### src/rtl/ascon_round_scheduler.sv
// Ascon permutation round scheduler: sequences p^a / p^b rounds and round constants.
// Optional abort input enabled by defining ASCON_SCHED_ABORT_EN.
module ascon_round_scheduler #(
    parameter int ROUNDS_A = 12,
    parameter int ROUNDS_B = 8,
    parameter int UNROLL   = 1
) (
    input  logic                  clk,
    input  logic                  rst,
    input  logic                  start_valid_i,
    output logic                  start_ready_o,
    input  logic                  rounds_sel_i,
    input  logic                  stall_i,
    output logic                  perm_en_o,
    output logic [8*UNROLL-1:0]   rc_o,
    output logic                  first_round_o,
    output logic                  last_round_o,
    output logic                  done_valid_o,
    input  logic                  done_ready_i,
    output logic                  busy_o
`ifdef ASCON_SCHED_ABORT_EN
    ,
    input  logic                  abort_i
`endif
);

    localparam int NA   = ROUNDS_A / UNROLL;
    localparam int NB   = ROUNDS_B / UNROLL;
    localparam int NMAX = (NA > NB) ? NA : NB;
    localparam int CW   = $clog2(NMAX + 1);

    localparam logic [1:0] S_IDLE = 2'd0;
    localparam logic [1:0] S_RUN  = 2'd1;
    localparam logic [1:0] S_DONE = 2'd2;

    if (!(UNROLL == 1 || UNROLL == 2 || UNROLL == 4) ||
        (ROUNDS_A % UNROLL) != 0 || (ROUNDS_B % UNROLL) != 0) begin : g_bad_unroll
        $error("ascon_round_scheduler: illegal UNROLL for the round counts");
    end

    logic [1:0]    state;
    logic [CW-1:0] cnt;
    logic [3:0]    rc_idx;
    logic          sel_q;
    logic          abort;
    logic [CW-1:0] n_cur;

`ifdef ASCON_SCHED_ABORT_EN
    assign abort = abort_i && (state != S_IDLE);
`else
    assign abort = 1'b0;
`endif

    assign n_cur         = sel_q ? CW'(NB) : CW'(NA);
    assign start_ready_o = (state == S_IDLE) && !rst;
    assign busy_o        = (state != S_IDLE);
    assign perm_en_o     = (state == S_RUN) && !stall_i && !abort;
    assign done_valid_o  = (state == S_DONE) && !abort;
    assign first_round_o = perm_en_o && (cnt == n_cur);
    assign last_round_o  = perm_en_o && (cnt == CW'(1));

    // Lane j constant is {~k, k} over nibbles, with k = rc_idx + j.
    always_comb begin
        logic [3:0] k;
        rc_o = '0;
        for (int j = 0; j < UNROLL; j++) begin
            k = rc_idx + 4'(j);
            rc_o[8*j +: 8] = perm_en_o ? {4'hF - k, k} : 8'h00;
        end
    end

    always_ff @(posedge clk) begin
        if (rst) begin
            state  <= S_IDLE;
            cnt    <= '0;
            rc_idx <= '0;
            sel_q  <= 1'b0;
        end else if (abort) begin
            state  <= S_IDLE;
            cnt    <= '0;
            rc_idx <= '0;
        end else begin
            unique case (state)
                S_IDLE: begin
                    if (start_valid_i) begin
                        sel_q  <= rounds_sel_i;
                        cnt    <= rounds_sel_i ? CW'(NB) : CW'(NA);
                        rc_idx <= rounds_sel_i ? 4'(12 - ROUNDS_B)
                                               : 4'(12 - ROUNDS_A);
                        state  <= S_RUN;
                    end
                end
                S_RUN: begin
                    if (!stall_i) begin
                        cnt    <= cnt - CW'(1);
                        rc_idx <= rc_idx + 4'(UNROLL);
                        if (cnt == CW'(1)) begin
                            state <= S_DONE;
                        end
                    end
                end
                S_DONE: begin
                    if (done_ready_i) begin
                        state <= S_IDLE;
                    end
                end
                default: state <= S_IDLE;
            endcase
        end
    end

endmodule

### config.mk
export PLATFORM = sky130hd
export DESIGN_NAME = ascon_round_scheduler
export DESIGN_NICKNAME = d
export VERILOG_FILES = /design/src/rtl/ascon_round_scheduler.sv
export SDC_FILE = /design/constraint.sdc
export NUM_CORES = 1
export LEC_CHECK = 0
export BUFFER_PORTS_ARGS = -buffer_cell sky130_fd_sc_hd__buf_4
export CAP_MARGIN = 20
export CORE_MARGIN = 2
export CORE_UTILIZATION = 35
export DETAILED_ROUTE_END_ITERATION = 16
export PLACE_DENSITY = 0.58
export SETUP_SLACK_MARGIN = 0.4
export SYNTH_ARGS = -nofsm -noshare
export SYNTH_HDL_FRONTEND = slang
export SYNTH_SLANG_ARGS = --single-unit
### constraint.sdc
create_clock -name clk -period 2.6 [get_ports clk]
set_clock_uncertainty 0.15 [all_clocks]
set_input_delay 0.26 -clock clk [delete_from_list [all_inputs] [get_ports clk]]
set_output_delay 0.26 -clock clk [all_outputs]
set_load 0.01 [all_outputs]
==> impl_metrics.csv <==
group,metric,value,unit
critical_path,worstPathCellList,"nor2b_4, nand2b_4, inv_2, and2_1, buf_4",
drt,viasPerCell,4.99,
finish,num_antenna_cells,0,
pwr,peakVddDrop,0.221,mV
clocking,post_cts_buffers,0,
logic_synthesis,ys_seq_area_frac,0.299,
finish,fin_area,920,µm²
clocking,clk_pin_slew,0.08,ns
logic_synthesis,synth_area_leader_cell,"dfxtp_1",
floorplan,top_level_ports,20,
finish,syn2layout_area_growth,25.0,%
finish,fin_nets,112,
place,dpl.hpwl,1.13,mm
place,dp_cells,124,
timing,final.setup.worst_slack,0.586,ns
critical_path,cp-start-kind,"flip-flop",
logic_synthesis,async_flop_share,0,
logic_synthesis,synth_nets,92,
run_status,status,"finished clean",
critical_path,end_kind,"output pin",
clocking,numClockSinks,11,
critical_path,setup.worst_path.start,"state[1]$_SDFFE_PP0P_",
drt,totalWireLength,1.56,mm
timing,rsz0062_at_grt,"false",
hold_path,min_from,"rst",
global_route,antenna_found_initial,0,
critical_path,cpPeakStageDelay,0.68,ns
critical_path,cp_slowest_cell,"dfxtp_1",
timing,period_needed,2.01,ns
clocking,postCtsHoldBufs,0,
global_route,first_global_vias,647,
floorplan,initial_utilization,0.371,
place,dp_slack,0.776,ns
critical_path,worstPathMaxFanout,14,
finish,fillCellCount,203,
timing,finalHoldViolations,0,
timing,slew_viol_final,0,
critical_path,reg2reg_slack,0.98,ns
pwr,p_leak,0.396,nW
drt,vias,639,
drt,post_drt_wl_per_cell,12.1,µm
clocking,post_cts_resized,0,
pwr,p_per_area,434,mW/mm²
global_route,grt_use_total,0.155,
clocking,cts-root-buf,"clkbuf_4",
place,place_congestion,0.773,
clocking,numCtsBuffers,3,
global_route,gr-total-overflow,0,
place,io_buffers,19,
logic_synthesis,yosys_warnings,0,
timing,worstMarginPinSlew,0.564,ns
logic_synthesis,ys.flop_type,"dfxtp_1",
job,drv_cap,0,
clocking,cts_buffer_depth,2,
logic_synthesis,synth.area.top_cells,"dfxtp_1 (30%), ha_1 (6.8%), nor2_1 (5.1%), and2_1 (4.3%), a211oi_2 (3.4%)",
critical_path,worst_ep_arrival_time,1.60,ns
floorplan,fp.coreArea,0.00198,mm²
global_route,grt_max_degree,15,
drt,post-route-drc-count,0,
logic_synthesis,synth_edf_count,0,
clocking,clock_latency,0.27,ns
timing,slew_headroom,0.624,
hold_path,hold_class,"in2reg",
floorplan,fp.dieH,49.8,µm
logic_synthesis,syn_area,736,µm²
drt,firstDrtPassIters,3,
timing,fin_tns_setup,0,ns
finish,fin_cells,128,
finish,final_util,0.464,
critical_path,r2r_start,"state[0]$_SDFFE_PP0P_",
critical_path,critPathRequiredTime,2.19,ns
place,place_area,885,µm²
logic_synthesis,synth_cell_types,41,
floorplan,die-area,0.00248,mm²
logic_synthesis,synth_top_area_share,0.299,
logic_synthesis,syn_avg_cell_area,8.97,µm²
critical_path,crit_type,"reg2out",
logic_synthesis,ys_ff_latch,11,
clocking,htree_num_levels,1,
floorplan,fp-row-count,16,
drt,ant_nets,0,
finish,drive_gt1_frac,0.366,
clocking,cts_tree,"built",
timing,clock.fmax,497,MHz
global_route,grt_pass1_wl,2.88,mm
floorplan,die_x,49.8,µm
logic_synthesis,synthesis.instances,82,
timing,finalSetupViolations,0,
drt,drtIter0Drc,4,
timing,post-route-period-util,0.775,
[path summary, 6_finish.rpt]
check / depth (start not counted) / end
worst min register to register: 2 / rc_idx[1]$_SDFFE_PP0P_
worst max register to register: 3 / rc_idx[3]$_SDFFE_PP0P_
worst min-delay path: 2 / cnt[3]$_SDFFE_PP0P_
worst max-delay path: 5 / rc_o[1]
[cells by family after synthesis]
| group | after synthesis | synth area share |
|---|---|---|
| AOI/OAI and AO/OA | 16 | 0.175 |
| and+or+nand+nor | 38 | 0.342 |
| muxes | 2 | 0.0289 |
| buffers and inverters | 9 | 0.0629 |
| xor gates and xnor gates | 2 | 0.0238 |
| DFF | 11 | 0.299 |
| adders and majority gates | 4 | 0.0680 |
[through the flow]
stage | hold slack (ns) | total power, W
global placement | 0.340 | 0.000283
detailed placement | 0.352 | 0.000284
CTS | 0.105 | 0.000407
finish | 0.117 | 0.000399
floorplan | 0.246 | 0.000255
global route | 0.122 | 0.000429
[synthesized netlist by cell type (2+ instances only)]
library cell	count
dfxtp_1	11
nor2_1	10
and2_1	5
ha_1	4
inv_1	4
a211oi_1	3
nand3_1	3
nor3_1	3
o21ai_0	3
a211oi_2	2
a21oi_1	2
nand2_1	2
nand4bb_1	2
[sequential cells by signal, summed over array words and instances (netlist names)]
name and flops:
cnt 4, rc_idx 4, state 2, sel_q 1
[per-layer routing]
| metal | GRT usage | wire [µm] |
|---|---|---|
| met2 | 0.256 | 714 |
| met1 | 0.184 | 723 |
| met4 | 0.0833 | 36 |
| met5 | 0 | 0 |
| met3 | 0.0364 | 80 |
[worst max-delay path, delay by kind of cell (launching register included)]
| family | cells | cell delay (ns) |
|---|---|---|
| flip-flops | 1 | 0.68 |
| AND/OR/NAND/NOR | 3 | 0.41 |
| buffers and inverters | 2 | 0.24 |
[layout make-up]
| class | count | area [µm²] | share of cell area |
|---|---|---|---|
| clock inverter | 1 | 5.00 | 0.00544 |
| timing repair buffer | 19 | 143 | 0.155 |
| inverter | 5 | 18.8 | 0.0204 |
| multi-input combinational | 62 | 475 | 0.517 |
| clock buffer | 3 | 22.5 | 0.0245 |
| sequential | 11 | 221 | 0.241 |
| tap | 27 | 33.8 | 0.0367 |
[report_power, final]
| part | internal [W] | leakage, nW | switching (W) |
|---|---|---|---|
| registers | 0.000178 | 0.0904 | 0.0000149 |
| clock network | 0.0000570 | 0.0177 | 0.0000619 |
| logic | 0.0000434 | 0.288 | 0.0000435 |
| total | 0.000279 | 0.396 | 0.000120 |
[cells in the final DEF (no fill, tap or decap), types with 2 or more instances in the layout]
master      n
nand3_1     3
clkbuf_4    3
inv_1       4
dfxtp_1    10
nor3_1      3
a21oi_1     2
ha_1        4
buf_4      19
a211oi_2    2
a211oi_1    3
and2_1      5
o21ai_0     3
nor2_1     10
nand4bb_1   2
nand2_1     2
(Power assumes the default switching activity.)
